File: src/rtl/seg_scan_ctrl_if.sv
// ---------------------------------------------------------------------------
// seg_scan_ctrl_if
// Write port used by the seven-segment scan controller. One instance is used
// per writer.
//
// Signals:
//   valid  writer request; held with addr/data stable until ready is seen
//   addr   digit index, 0 = leftmost digit
//   data   digit code {blank, hex[3:0]}
//   ready  grant returned by the controller (combinational)
//
// Modports:
//   master  the application side that issues writes
//   slave   the controller side that grants and commits them
// ---------------------------------------------------------------------------
interface seg_scan_ctrl_if;
    logic       valid;
    logic [1:0] addr;
    logic [4:0] data;
    logic       ready;

    modport master (
        output valid,
        output addr,
        output data,
        input  ready
    );

    modport slave (
        input  valid,
        input  addr,
        input  data,
        output ready
    );
endinterface

File: src/rtl/seg_scan_ctrl.sv
// ---------------------------------------------------------------------------
// seg_scan_ctrl
// Scan controller and write arbiter for a 4-digit multiplexed seven-segment
// display. A 4-entry store holds one code per digit ({blank, hex}). The scan
// FSM lights one digit at a time for 2**DIV_W clocks and inserts DEAD_CYC
// all-off clocks between digits. Two writers share the store through a
// round-robin arbiter that only rotates when both request together.
//
// Parameters:
//   DIV_W      dwell per digit is 2**DIV_W clocks
//   DEAD_CYC   all-anodes-off clocks between digits (0..255, 0 = no gap)
//
// Ports:
//   clk        system clock
//   rst        asynchronous active-high reset
//   p0, p1     write ports (slave side); p0 holds priority after reset
//   blank_all  forces dark outputs while the scan keeps running
//   num        segments {g,f,e,d,c,b,a}, active-low, registered
//   anode      digit enables, active-low, registered; digit i -> anode[3-i]
// ---------------------------------------------------------------------------
module seg_scan_ctrl #(
    parameter int DIV_W    = 16,
    parameter int DEAD_CYC = 4
) (
    input  logic                  clk,
    input  logic                  rst,
    seg_scan_ctrl_if.slave        p0,
    seg_scan_ctrl_if.slave        p1,
    input  logic                  blank_all,
    output logic [6:0]            num,
    output logic [3:0]            anode
);

    typedef enum logic [0:0] {
        ST_ON   = 1'b0,
        ST_DEAD = 1'b1
    } scan_state_t;

    localparam logic [DIV_W-1:0] DWELL_LAST = {DIV_W{1'b1}};
    localparam logic [DIV_W-1:0] DWELL_ONE  = DIV_W'(1'b1);
    localparam logic [DIV_W-1:0] DWELL_ZERO = {DIV_W{1'b0}};
    localparam bit               HAS_DEAD   = (DEAD_CYC > 0);
    // Only meaningful when HAS_DEAD; the DEAD state is unreachable otherwise.
    localparam logic [7:0]       DEAD_LAST  = HAS_DEAD ? 8'(DEAD_CYC - 1) : 8'd0;
    localparam logic [4:0]       CODE_BLANK = 5'b10000;
    localparam logic [6:0]       SEG_OFF    = 7'b1111111;
    localparam logic [3:0]       AN_OFF     = 4'b1111;

    // Active-low seven-segment decode; the blank bit overrides the hex value.
    function automatic logic [6:0] seg_decode(input logic [4:0] code);
        logic [6:0] seg;
        if (code[4]) begin
            seg = SEG_OFF;
        end else begin
            case (code[3:0])
                4'h0:    seg = 7'b1000000;
                4'h1:    seg = 7'b1111001;
                4'h2:    seg = 7'b0100100;
                4'h3:    seg = 7'b0110000;
                4'h4:    seg = 7'b0011001;
                4'h5:    seg = 7'b0010010;
                4'h6:    seg = 7'b0000010;
                4'h7:    seg = 7'b1111000;
                4'h8:    seg = 7'b0000000;
                4'h9:    seg = 7'b0010000;
                4'hA:    seg = 7'b0001000;
                4'hB:    seg = 7'b0000011;
                4'hC:    seg = 7'b1000110;
                4'hD:    seg = 7'b0100001;
                4'hE:    seg = 7'b0000110;
                4'hF:    seg = 7'b0001110;
                default: seg = SEG_OFF;
            endcase
        end
        return seg;
    endfunction

    scan_state_t      state_r;
    scan_state_t      state_s;
    logic [1:0]       idx_r;
    logic [1:0]       idx_s;
    logic [DIV_W-1:0] dwell_r;
    logic [DIV_W-1:0] dwell_s;
    logic [7:0]       dead_r;
    logic [7:0]       dead_s;

    logic [4:0]       code_r [4];
    logic             prio_r;        // 0: p0 wins a tie, 1: p1 wins a tie
    logic             grant0_s;
    logic             grant1_s;
    logic             wr_en_s;
    logic [1:0]       wr_addr_s;
    logic [4:0]       wr_data_s;

    logic [3:0]       anode_s;
    logic [6:0]       num_s;
    logic [3:0]       anode_r;
    logic [6:0]       num_r;

    // Round-robin grant: a lone requester always wins, a tie goes to prio_r.
    always_comb begin
        grant0_s = p0.valid && (!p1.valid || !prio_r);
        grant1_s = p1.valid && (!p0.valid ||  prio_r);
    end

    assign p0.ready = grant0_s;
    assign p1.ready = grant1_s;

    // Select the single committing writer for this cycle.
    always_comb begin
        wr_en_s   = 1'b0;
        wr_addr_s = 2'd0;
        wr_data_s = CODE_BLANK;
        if (grant0_s) begin
            wr_en_s   = 1'b1;
            wr_addr_s = p0.addr;
            wr_data_s = p0.data;
        end else if (grant1_s) begin
            wr_en_s   = 1'b1;
            wr_addr_s = p1.addr;
            wr_data_s = p1.data;
        end else begin
            wr_en_s   = 1'b0;
            wr_addr_s = 2'd0;
            wr_data_s = CODE_BLANK;
        end
    end

    // Priority flips only on a contested cycle so a lone writer never
    // steals the other's next turn.
    always_ff @(posedge clk or posedge rst) begin
        if (rst) begin
            prio_r <= 1'b0;
        end else if (p0.valid && p1.valid) begin
            prio_r <= ~prio_r;
        end else begin
            prio_r <= prio_r;
        end
    end

    // Digit store; every entry returns to blank on reset.
    always_ff @(posedge clk or posedge rst) begin
        if (rst) begin
            for (int i = 0; i < 4; i++) begin
                code_r[i] <= CODE_BLANK;
            end
        end else if (wr_en_s) begin
            code_r[wr_addr_s] <= wr_data_s;
        end
    end

    // Scan FSM state and counters.
    always_ff @(posedge clk or posedge rst) begin
        if (rst) begin
            state_r <= ST_ON;
            idx_r   <= 2'd0;
            dwell_r <= DWELL_ZERO;
            dead_r  <= 8'd0;
        end else begin
            state_r <= state_s;
            idx_r   <= idx_s;
            dwell_r <= dwell_s;
            dead_r  <= dead_s;
        end
    end

    // Scan FSM next state: dwell on a digit, then either an all-off gap or a
    // direct step to the next digit when the gap length is zero.
    always_comb begin
        state_s = state_r;
        idx_s   = idx_r;
        dwell_s = dwell_r;
        dead_s  = dead_r;
        case (state_r)
            ST_ON: begin
                if (dwell_r == DWELL_LAST) begin
                    dwell_s = DWELL_ZERO;
                    if (HAS_DEAD) begin
                        state_s = ST_DEAD;
                        dead_s  = 8'd0;
                    end else begin
                        idx_s   = idx_r + 2'd1;
                    end
                end else begin
                    dwell_s = dwell_r + DWELL_ONE;
                end
            end
            ST_DEAD: begin
                if (dead_r == DEAD_LAST) begin
                    state_s = ST_ON;
                    idx_s   = idx_r + 2'd1;
                    dwell_s = DWELL_ZERO;
                end else begin
                    dead_s  = dead_r + 8'd1;
                end
            end
            default: begin
                state_s = ST_ON;
                idx_s   = 2'd0;
                dwell_s = DWELL_ZERO;
                dead_s  = 8'd0;
            end
        endcase
    end

    // Pin values for the next edge. The store is read directly, so a commit
    // to the lit digit reaches num one clock after its commit edge.
    always_comb begin
        anode_s = AN_OFF;
        num_s   = SEG_OFF;
        if (blank_all) begin
            anode_s = AN_OFF;
            num_s   = SEG_OFF;
        end else if (state_r == ST_ON) begin
            anode_s = ~(4'b1000 >> idx_r);
            num_s   = seg_decode(code_r[idx_r]);
        end else begin
            anode_s = AN_OFF;
            num_s   = SEG_OFF;
        end
    end

    // Registered pin drivers.
    always_ff @(posedge clk or posedge rst) begin
        if (rst) begin
            anode_r <= AN_OFF;
            num_r   <= SEG_OFF;
        end else begin
            anode_r <= anode_s;
            num_r   <= num_s;
        end
    end

    assign anode = anode_r;
    assign num   = num_r;

endmodule

File: src/flat_wrapper.sv
// flat-port wrapper written by rule: the top's interface ports become plain ports
module seg_scan_ctrl_flat 
#(
    parameter int DIV_W    = 16,
    parameter int DEAD_CYC = 4
)
  (clk, rst, blank_all, num, anode, p0_valid, p0_addr, p0_data, p0_ready, p1_valid, p1_addr, p1_data, p1_ready);
  seg_scan_ctrl_if p0_i ();
  seg_scan_ctrl_if p1_i ();
  input  logic clk;
  input  logic rst;
  input  logic blank_all;
  output logic [6:0] num;
  output logic [3:0] anode;
  input wire logic [$bits(p0_i.valid)-1:0] p0_valid;
  input wire logic [$bits(p0_i.addr)-1:0] p0_addr;
  input wire logic [$bits(p0_i.data)-1:0] p0_data;
  output wire logic [$bits(p0_i.ready)-1:0] p0_ready;
  input wire logic [$bits(p1_i.valid)-1:0] p1_valid;
  input wire logic [$bits(p1_i.addr)-1:0] p1_addr;
  input wire logic [$bits(p1_i.data)-1:0] p1_data;
  output wire logic [$bits(p1_i.ready)-1:0] p1_ready;
  assign p0_i.valid = p0_valid;
  assign p0_i.addr = p0_addr;
  assign p0_i.data = p0_data;
  assign p0_ready = p0_i.ready;
  assign p1_i.valid = p1_valid;
  assign p1_i.addr = p1_addr;
  assign p1_i.data = p1_data;
  assign p1_ready = p1_i.ready;
  seg_scan_ctrl #(.DIV_W(DIV_W), .DEAD_CYC(DEAD_CYC)) u_core (.clk(clk), .rst(rst), .p0(p0_i), .p1(p1_i), .blank_all(blank_all), .num(num), .anode(anode));
endmodule
File: config.mk
export PLATFORM = sky130hd
export DESIGN_NAME = seg_scan_ctrl_flat
export DESIGN_NICKNAME = d
export VERILOG_FILES = /design/src/rtl/seg_scan_ctrl_if.sv /design/src/rtl/seg_scan_ctrl.sv /design/src/flat_wrapper.sv
export SDC_FILE = /design/constraint.sdc
export NUM_CORES = 1
export LEC_CHECK = 0
export CAP_MARGIN = 0
export CELL_PAD_IN_SITES_DETAIL_PLACEMENT = 1
export CELL_PAD_IN_SITES_GLOBAL_PLACEMENT = 2
export CORE_ASPECT_RATIO = 0.75
export CORE_MARGIN = 3
export CORE_UTILIZATION = 43
export CTS_BUF_LIST = sky130_fd_sc_hd__clkbuf_4 sky130_fd_sc_hd__clkbuf_8
export CTS_CLUSTER_SIZE = 20
export DETAILED_ROUTE_END_ITERATION = 16
export DONT_BUFFER_PORTS = 1
export PLACE_DENSITY_LB_ADDON = 0.1
export SYNTH_ARGS = -nofsm -noshare
export SYNTH_HDL_FRONTEND = slang
export SYNTH_SLANG_ARGS = --single-unit
File: constraint.sdc
create_clock -name clk -period 2.9 [get_ports clk]
set_clock_uncertainty 0.05 [all_clocks]
set_input_delay 0.87 -clock clk [delete_from_list [all_inputs] [get_ports clk]]
set_output_delay 0.87 -clock clk [all_outputs]
set_load 0.005 [all_outputs]
==> run_results.csv, run 1 <==
group,metric,value,unit
layout,areaGrowthSynthToFinish,12.0,%
outcome,status,"finished, final reports clean",
layout,diodes,0,
sta,fin_crit,2420,ps
worst_setup_path,worst-path-buf-inv,2,
clock_tree,cts_resized,0,
placement,place.detailed.hpwl,5.02,mm
floorplan,dieArea,0.00839,sq mm
global_routing,grt_pass1_wl,12.2,mm
worst_setup_path,r2r-end,"u_core.dwell_r[14]",
clock_tree,numCtsBuffers,9,
worst_setup_path,endpoint_kind,"output port",
worst_setup_path,start_kind,"primary input",
sta,hold_violations,0,
power,seqPwrFrac,45.8,%
route,wl,7.11,mm
placement,io_buffer_count,0,
run,drv_cap,0,
layout,fillCellCount,790,
worst_setup_path,critPathMaxStageDelay,370,ps
power,swShare,28.4,%
worst_setup_path,crit_type,"primary input to output port",
hold_path,hp-class,"primary input to async pin",
layout,finalNetCount,328,
route,vias,2287,
clock_tree,clk_pin_slew,70,ps
floorplan,pin_count,32,
synthesis,async_flop_share,100,%
power,pwr-share-comb,22.3,%
power,pwr-share-clk,31.9,%
placement,place_congestion,0.796,
clock_tree,post-cts-setup-buffers,0,
synthesis,synthFlopType,"dfrtp_1",
worst_setup_path,cp.arrival,1500,ps
synthesis,seq_area_frac_synth,47.5,%
synthesis,syn_area,0.00315,sq mm
floorplan,coreArea,0.00696,sq mm
synthesis,synth_fp_nets,318,
clock_tree,cts_root_buf,"clkbuf_8",
synthesis,yosysWarnings,0,
route,drtIter0Drc,117,
sta,fin_crit_sh,83.4,%
route,routed_via_density,5.72,
layout,final_core_util,50.7,%
synthesis,synth.distinct_cells,52,
clock_tree,clk_latency,330,ps
global_routing,grt_usage,18.7,%
sta,rsz0062_at_grt,"no",
floorplan,die_w,105,um
floorplan,num_rows,26,
worst_setup_path,r2r_setup_slack,540,ps
power,p_switching,0.695,mW
power,power.leakage,1.49,nW
route,final_antenna_net_count,0,
synthesis,avgSynthCellArea,11.0,sq um
worst_setup_path,critPathMaxFanout,7,
worst_setup_path,cp_slowest_cell,"o21ai_0",
worst_setup_path,path_cells,"inv_1 > o21ai_0 > inv_1",
power,power_density,694,mW/mm^2
layout,drive_above_1_share,25.5,%
global_routing,grt_overflow,0,
clock_tree,clkSinkCount,59,
route,post_drt_wl_per_cell,17.8,um
route,drcViolationCount,0,
floorplan,die_y,80.1,um
layout,regArea,0.00150,sq mm
layout,multi_input_area,0.00153,sq mm
global_routing,grt_pass1_vias,2322,
power,vdd_drop_max,0.324,mV
worst_setup_path,required,1980,ps
power,p_int,1.75,mW
floorplan,start_util,45.2,%
sta,fmax,414,MHz
global_routing,grt_antenna_before_repair,0,
route,dr.pass1.iters,4,
synthesis,syn_inst,287,
worst_setup_path,critical_path_depth,3,
sta,tns,0,ps
sta,setup_viol,0,
clock_tree,cts_max_level,3,
sta,slew_headroom,42.0,%
worst_setup_path,crit_family,"compound AO/OA/AOI/OAI gates",
worst_setup_path,path_common_cell,"inv_1",
sta,tightest_slew,863,ps
global_routing,grt_max_degree,33,
clock_tree,cts_hold_buf,0,
worst_setup_path,ff2ff_path_depth,5,
synthesis,ys_ff_latch,59,
clock_tree,clock_path_buffers,2,
worst_setup_path,crit-reg2reg-launch,"u_core.dead_r[0]",
synthesis,synth_edf_count,0,
clock_tree,cts_tree,"yes",
sta,slew_violations,0,
[per-stage QoR]
step           area [sq um]  worst slack [ps]  cells  total power, mW  hold WS (ps)
3_3_place_gp           3320               369    384             1.66           436
4_1_cts                3530               496    400             2.48           446
6_report               3530               482    400             2.45           437
3_5_place_dp           3320               318    384             1.69           443
5_1_grt                3530               383    400             2.61           472
2_1_floorplan          3150               548    287             1.54           424
[logic make-up (layout without fill, tap and decap cells)]
kind of cell | count (synthesis) | after routing | share of synthesized area, %
DFF | 59 | 59 | 47.5
buffers and inverters | 32 | 47 | 3.97
AOI/OAI and AO/OA | 58 | 58 | 13.6
adders and majority gates | 12 | 12 | 4.77
and+or+nand+nor | 88 | 88 | 15.2
muxes | 30 | 30 | 12.8
xor gates and xnor gates | 8 | 8 | 2.23
[final cells by class]
| class | instances | area share, % |
|---|---|---|
| Multi-Input combinational cell | 196 | 43.5 |
| Sequential cell | 59 | 42.4 |
| Clock buffer | 12 | 4.51 |
| Tap cell | 98 | 3.48 |
| Timing Repair Buffer | 10 | 2.48 |
| Inverter | 21 | 2.23 |
| Clock inverter | 4 | 1.42 |
[layer usage]
| layer | global-route usage (%) | up-vias | part of all wire (%) | routed length [um] |
|---|---|---|---|---|
| met2 | 26.6 | 52 | 41 | 2930 |
| met5 | 0 | - | 0 | 0 |
| met4 | 5.90 | 0 | 1.1 | 79 |
| met1 | 27.5 | 1136 | 53 | 3790 |
| li1 | - | 1093 | - | - |
| met3 | 5.14 | 6 | 4.3 | 304 |
[Yosys cell counts, drive strengths merged, types with 3 or more instances]
library cell	n	area [sq um]
dfrtp	44	1100
nand2	27	101
inv	21	78.8
mux2	21	236
dfstp	15	394
ha	12	150
o21ai	11	55.1
nand4	9	56.3
nand3	8	40.0
nor3	8	40.0
a22o	7	61.3
nor4	7	43.8
o31ai	7	52.6
clkbuf	6	22.5
mux4	6	135
nor2	6	22.5
o221ai	6	52.6
buf	5	23.8
a21oi	4	20.0
a31oi	4	25.0
xnor2	4	35.0
xor2	4	35.0
and3	3	18.8
mux2i	3	30.0
o22ai	3	18.8
or4	3	22.5
[placed cells by master (no fill, tap or decap), types with 4 or more instances in the layout]
master	Yosys	final
o31ai_1	7	7
xor2_1	4	4
mux4_2	6	6
nand4_1	9	9
nor3_1	8	8
inv_1	21	20
nand2_1	27	27
nor4_1	7	6
buf_4	0	9
dfrtp_1	44	44
nor2_1	6	6
dfstp_2	15	15
a21oi_1	4	4
o221ai_1	6	6
a31oi_1	4	4
xnor2_1	4	4
a22o_1	7	7
clkbuf_8	0	11
mux2_2	21	21
ha_1	12	12
nand3_1	8	8
o21ai_0	10	10
[power groups by stage]
stage                     combinational [mW]  clock [mW]  sequential (mW)
after detailed placement               0.551           0             1.13
after CTS                              0.554       0.809             1.12
final                                  0.546       0.782             1.12
after floorplan                        0.442           0             1.09
after global placement                 0.534           0             1.13
after global routing                   0.616       0.851             1.14
[how the worst max path moves through the flow]
stage                       end      from  slack [ps]
3_3_place_gp   u_core.code_r[6]  p0_valid         370
2_1_floorplan  u_core.code_r[0]       rst         550
5_1_grt                p1_ready  p0_valid         380
6_report               p1_ready  p0_valid         480
3_5_place_dp   u_core.code_r[6]  p0_valid         320
4_1_cts                p1_ready  p0_valid         500
[registers in the layout, summed over array words and instances, names as in the netlist]
name and count:
u_core.dead_r 8, u_core.idx_r 2, u_core.prio_r 1, u_core.state_r 1
u_core.num 7, u_core.anode 4, u_core.dwell_r 16, u_core.code_r 20
Power figures use the tool's default switching activity.
==> run 2, diff against run 1 <==
==> constraint.sdc (replaced) <==
create_clock -name clk -period 2.3 [get_ports clk]
set_clock_uncertainty 0.05 [all_clocks]
set_input_delay 0.69 -clock clk [delete_from_list [all_inputs] [get_ports clk]]
set_output_delay 0.69 -clock clk [all_outputs]
set_load 0.005 [all_outputs]
==> run 2 against run 1 <==
Clock-buffer cell count is 2 higher. Combinational power increased by 30%. Global-route usage hardly changed. Largest cell class unchanged. Utilization rose by 0.61 points. Critical endpoint is now u_core.dwell_r[14]. Register-to-register slack worse by 440 ps. Die area did not move. Routed wire length up 2.6%. Via count increased by 1.5%. Cell area grew 1.2%. Sequential power up 26%. Clock power is 11% higher.
==> run_results.csv, run 2 (synthesis gave the netlist of run 1 again) <==
group,metric,value,unit
outcome,status,"finished, final reports clean",
worst_setup_path,endpoint_kind,"flop",
worst_setup_path,crit_family,"simple AND/OR/NAND/NOR gates",
sta,hold_violations,0,
hold_path,hp-class,"primary input to async pin",
global_routing,busiest_layer,"met1",
layout,top_register,"u_core.code_r",
layout,diodes,0,
power,p_total,2.99,mW
layout,layout.cells.non_filler,408,
global_routing,grt_usage,18.7,%
clock_tree,clock_path_buffers,2,
worst_setup_path,start_kind,"flop",
clock_tree,cts_root_buf,"clkbuf_8",
global_routing,grt_pass1_vias,2348,
clock_tree,numCtsBuffers,9,
worst_setup_path,worst-path-buf-inv,0,
floorplan,coreArea,0.00696,sq mm
route,wl,7.29,mm
layout,fillCellCount,776,
floorplan,num_rows,26,
placement,dpl_cell_area,0.00338,sq mm
global_routing,grt_antenna_before_repair,0,
layout,areaGrowthSynthToFinish,13.4,%
worst_setup_path,cp.arrival,2400,ps
global_routing,grtUsageMet2,26.1,%
route,drtIter0Drc,104,
power,power.leakage,1.52,nW
global_routing,use_met1,28.1,%
floorplan,start_util,45.2,%
floorplan,die_y,80.1,um
layout,final_common_cell,"dfrtp_1",
layout,design_area,0.00357,sq mm
floorplan,dieArea,0.00839,sq mm
sta,setup_viol,0,
placement,dp.cells,392,
worst_setup_path,path_cells,"ha_2 > or4b_4 > o21a_4 > or4_1 > a211oi_2",
sta,rsz0062_at_grt,"no",
sta,tns,0,ps
worst_setup_path,critPathMaxStageDelay,490,ps
global_routing,grt_overflow,0,
sta,fin_crit,2200,ps
floorplan,die_w,105,um
layout,drive_above_1_share,28.1,%
layout,finalNetCount,336,
floorplan,pin_count,32,
layout,layout_common_cells,"dfrtp_1 (44), nand2_1 (27), mux2_2 (21), inv_1 (20), buf_4 (17)",
clock_tree,cts_tree,"yes",
route,vias,2321,
clock_tree,post-cts-setup-buffers,0,
sta,slew_headroom,44.1,%
route,final_antenna_net_count,0,
clock_tree,clkSinkCount,59,
sta,slew_violations,0,
global_routing,grt_max_degree,49,
sta,fin_crit_sh,95.8,%
clock_tree,cts_max_level,3,
route,drcViolationCount,0,
run,drv_cap,0,
layout,top_regs,"u_core.code_r: 20 flops, u_core.dwell_r: 16 flops, u_core.dead_r: 8 flops",
sta,tightest_slew,832,ps
worst_setup_path,cp_slowest_cell,"or4b_4",
power,vdd_drop_max,0.394,mV
sta,fmax,454,MHz
clock_tree,clk_latency,340,ps
sta,hold_slack,338,ps
route,routed_via_density,5.69,
worst_setup_path,crit_type,"flop to flop",
clock_tree,cts_hold_buf,0,
placement,place_congestion,0.787,
worst_setup_path,required,2500,ps
power,power_density,838,mW/mm^2
clock_tree,clk_pin_slew,70,ps
global_routing,grt_pass1_wl,12.3,mm
layout,largest_register_ffs,20,
route,post_drt_wl_per_cell,17.9,um
global_routing,met3_usage,5.46,%
route,dr.pass1.iters,4,
placement,io_buffer_count,0,
placement,place.detailed.hpwl,5.24,mm
worst_setup_path,critPathMaxFanout,5,
[run 2: cell types whose count changed in the layout (fill, tap and decap cells not counted)]
cell / previous run / this run
a211oi_1: 1 / 0
a211oi_2: 0 / 1
buf_4: 9 / 17
bufinv_16: 1 / 0
clkbuf_4: 1 / 3
clkinv_2: 1 / 2
clkinvlp_4: 2 / 0
ha_1: 12 / 11
ha_2: 0 / 1
[run 2: cell type report]
cell class / instances / area, sq um / area share, %
clock buffer: 14 / 174 / 4.87
inverter: 21 / 78.8 / 2.21
clock inverter: 2 / 10.0 / 0.280
tap: 98 / 123 / 3.43
sequential: 59 / 1500 / 41.9
multi-input combinational: 196 / 1540 / 43.2
timing repair buffer: 18 / 148 / 4.14
[run 2: through the flow]
step | worst slack [ps] | utilization [%]
floorplan | 15.6 | -
global placement | 151 | 48.5
detailed placement | 66.8 | 48.5
CTS | 27.1 | 51.2
global route | 16.1 | 51.3
finish | 96.1 | 51.3
[run 2: timing repair]
item	in CTS	in global routing
endpoints found under the hold margin	0	0
gates resized for setup	0	2
setup endpoints to repair	0	1
[run 2: final timing paths]
path	from	to	slack, ps	cells past startpoint
worst max-delay path	u_core.dead_r[0]	u_core.dwell_r[14]	100	5
worst min-delay path	rst	u_core.anode[1]	340	1
worst max register to register	u_core.dead_r[0]	u_core.dwell_r[14]	100	5
worst min register to register	u_core.code_r[6]	u_core.code_r[6]	460	1
max in group asynchronous	rst	u_core.code_r[9]	1500	2
min in group clk	blank_all	u_core.anode[1]	450	2
[run 2: power by group]
part / leakage, nW / switching [mW] / internal, mW
logic: 0.691 / 0.352 / 0.357
clock network: 0.101 / 0.386 / 0.483
registers: 0.732 / 0.122 / 1.29
[run 2: routing by layer]
layer | vias up | routed length [um] | part of all wire, %
li1 | 1107 | - | -
met1 | 1153 | 3930 | 54
met2 | 55 | 2990 | 41
met3 | 6 | 317 | 4.3
met4 | 0 | 57 | 0.78
met5 | - | 0 | 0
[run 2: worst register-to-register path: stages, from the launching register on]
cell and delay (ps):
dfrtp_1 410, ha_2 240, or4b_4 490, o21a_4 230, or4_1 480, a211oi_2 230
==> run 3, diff against run 2 <==
--- a/config.mk
+++ b/config.mk
@@ -5,13 +5,14 @@
 export SDC_FILE = /design/constraint.sdc
 export NUM_CORES = 1
 export LEC_CHECK = 0
+export ABC_AREA = 1
 export CAP_MARGIN = 0
 export CELL_PAD_IN_SITES_DETAIL_PLACEMENT = 1
 export CELL_PAD_IN_SITES_GLOBAL_PLACEMENT = 2
 export CORE_ASPECT_RATIO = 0.75
 export CORE_MARGIN = 3
-export CORE_UTILIZATION = 43
-export CTS_BUF_LIST = sky130_fd_sc_hd__clkbuf_4 sky130_fd_sc_hd__clkbuf_8
+export CORE_UTILIZATION = 39
+export CTS_BUF_LIST = sky130_fd_sc_hd__clkbuf_8
 export CTS_CLUSTER_SIZE = 20
 export DETAILED_ROUTE_END_ITERATION = 16
 export DONT_BUFFER_PORTS = 1
==> run 3 against run 2 <==
Power down 13%. Cell area up 3.4%. Maximum frequency up 18%. Global-route usage up 0.71 points. Combinational power down 37%. Non-clock buffer count down 13. Clock-buffer cell count down 2. Worst hold slack worse by 110 ps. Die area up 17%. Critical path depth down 2. Largest cell class unchanged. Largest power group unchanged.
==> run_results.csv, run 3 <==
group,metric,value,unit
outcome,status,"finished, final reports clean",
synthesis,synth_common_cells,"nand2_1 (135), inv_1 (53), nand3_1 (48)",
global_routing,grt_overflow,0,
global_routing,grt_antenna_before_repair,0,
layout,regArea,0.00150,sq mm
synthesis,synth_fp_nets,456,
layout,top_regs,"u_core.code_r: 20 flops, u_core.dwell_r: 16 flops, u_core.dead_r: 8 flops",
hold_path,hp-class,"primary input to async pin",
layout,top_register,"u_core.code_r",
layout,areaGrowthSynthToFinish,9.54,%
layout,diodes,0,
layout,finalNetCount,467,
clock_tree,clock_path_buffers,2,
synthesis,ys_ff_latch,59,
global_routing,grt_pass1_vias,2964,
floorplan,num_rows,28,
worst_setup_path,required,1560,ps
layout,largest_register_ffs,20,
clock_tree,numCtsBuffers,9,
floorplan,pin_count,32,
layout,layout_common_cells,"nand2_1 (135), inv_1 (54), nand3_1 (48), dfrtp_1 (44), nor2_1 (22)",
route,post_drt_wl_per_cell,15.5,um
synthesis,synth.top_cell.area_share,32.7,%
worst_setup_path,ff2ff_path_depth,11,
route,routed_via_density,5.10,
clock_tree,cts_tree,"yes",
clock_tree,cts_max_level,3,
sta,hold_slack,224,ps
route,dr.pass1.iters,4,
sta,setup_slack,437,ps
floorplan,die_y,86.5,um
sta,rsz0062_at_grt,"no",
placement,dp.cells,530,
global_routing,grt_max_degree,38,
placement,place_congestion,0.768,
clock_tree,clk_pin_slew,70,ps
sta,hold_violations,0,
synthesis,synth.distinct_cells,34,
route,drcViolationCount,0,
synthesis,synthTopCellsByArea,"dfrtp_1 (33%), nand2_1 (15%), dfstp_2 (12%)",
sta,slew_headroom,66.5,%
layout,design_area,0.00369,sq mm
worst_setup_path,cp.arrival,1120,ps
clock_tree,cts_resized,0,
layout,final_common_cell,"nand2_1",
sta,fin_crit,1860,ps
floorplan,start_util,41.5,%
global_routing,grt_usage,19.4,%
layout,fillCellCount,1018,
run,drv_cap,0,
sta,tightest_slew,503,ps
sta,fmax,537,MHz
floorplan,coreArea,0.00813,sq mm
route,wl,8.45,mm
synthesis,synth_edf_count,0,
layout,multi_input_area,0.00163,sq mm
power,power.leakage,1.81,nW
placement,dp_slack,457,ps
worst_setup_path,start_kind,"flop",
worst_setup_path,crit_type,"flop to output port",
worst_setup_path,r2r-end,"u_core.num[0]",
sta,setup_viol,0,
layout,layout.cells.non_filler,546,
synthesis,seq_area_frac_synth,44.4,%
worst_setup_path,r2r_setup_slack,440,ps
synthesis,yosysWarnings,0,
layout,drive_above_1_share,14.1,%
worst_setup_path,critPathMaxFanout,8,
clock_tree,post-cts-setup-buffers,0,
synthesis,synth_area_leader_cell,"dfrtp_1",
global_routing,grt_pass1_wl,14.9,mm
sta,tns,0,ps
clock_tree,cts_hold_buf,0,
worst_setup_path,endpoint_kind,"output port",
power,power_density,702,mW/mm^2
floorplan,dieArea,0.00980,sq mm
placement,io_buffer_count,0,
sta,fin_crit_sh,81.0,%
placement,dpl_cell_area,0.00351,sq mm
synthesis,synthFlopType,"dfrtp_1",
floorplan,die_w,113,um
route,drtIter0Drc,123,
clock_tree,clkSinkCount,59,
clock_tree,clk_latency,340,ps
route,vias,2786,
synthesis,yosysMostFrequentCell,"nand2_1",
route,final_antenna_net_count,0,
sta,slew_violations,0,
placement,place.detailed.hpwl,6.39,mm
synthesis,avgSynthCellArea,7.93,sq um
synthesis,syn_area,0.00337,sq mm
synthesis,async_flop_share,100,%
worst_setup_path,crit-reg2reg-launch,"u_core.idx_r[1]",
synthesis,syn_inst,425,
clock_tree,cts_root_buf,"clkbuf_8",
power,vdd_drop_max,0.435,mV
[run 3: cell count changes in the layout (fill, tap and decap cells not counted), sizes merged, moves of 6 or more]
cell,before,now
a22o,7,0
o21ai,11,34
mux2,21,0
inv,21,59
o31ai,7,0
nor2,6,25
nor4,7,0
buf,18,5
mux4,6,0
nor3,8,2
o221ai,6,0
nand2,27,146
nand3,8,51
[run 3: logic make-up after synthesis]
logic type / Yosys count / synth area share (%)
AND/OR/NAND/NOR: 236 / 32.9
flip-flops: 59 / 44.4
adder cells (fa/ha/maj): 12 / 4.46
buffers and inverters: 62 / 7.39
AO/OA/AOI/OAI: 46 / 8.28
XOR/XNOR: 10 / 2.60
[run 3: per-stage QoR]
step / power (mW) / utilization (%)
6_report: 2.59 / 45.4
3_5_place_dp: 1.75 / 43.2
3_3_place_gp: 1.74 / 43.2
5_1_grt: 2.78 / 45.4
2_1_floorplan: 1.62 / -
4_1_cts: 2.64 / 45.4
[run 3: cell type report]
class	count	area share, %
Timing Repair Buffer	5	1.02
Clock buffer	12	4.47
Inverter	57	5.93
Tap cell	105	3.56
Sequential cell	59	40.5
Multi-Input combinational cell	304	44.0
Clock inverter	4	0.475
[run 3: power by group]
group	leakage (nW)	internal, mW	switching (mW)
combinational	0.969	0.150	0.298
sequential	0.738	1.20	0.0799
clock	0.105	0.468	0.399
total	1.81	1.81	0.777
[run 3: how the worst max path moves through the flow]
stage,from,endpoint,slack (ps),cells after the start
2_1_floorplan,rst,u_core.code_r[0],130,1
4_1_cts,u_core.prio_r,p0_ready,400,3
3_3_place_gp,u_core.idx_r[1],u_core.num[5],460,9
6_report,u_core.prio_r,p0_ready,440,3
5_1_grt,u_core.idx_r[1],u_core.num[0],190,11
3_5_place_dp,u_core.idx_r[1],u_core.num[0],460,11
[run 3: layer usage]
metal | part of all wire, % | GRT usage [%] | vias to the layer above
met5 | 0 | 0 | -
met4 | 1.4 | 5.79 | 0
met3 | 3.0 | 4.95 | 12
met2 | 45 | 31.5 | 31
met1 | 50 | 25.7 | 1356
li1 | - | - | 1387
[run 3: critical path, cell delays in order (launching register included)]
cell and delay, ps:
dfrtp_1 440, nand2_2 130, nand2_4 90, inv_2 120
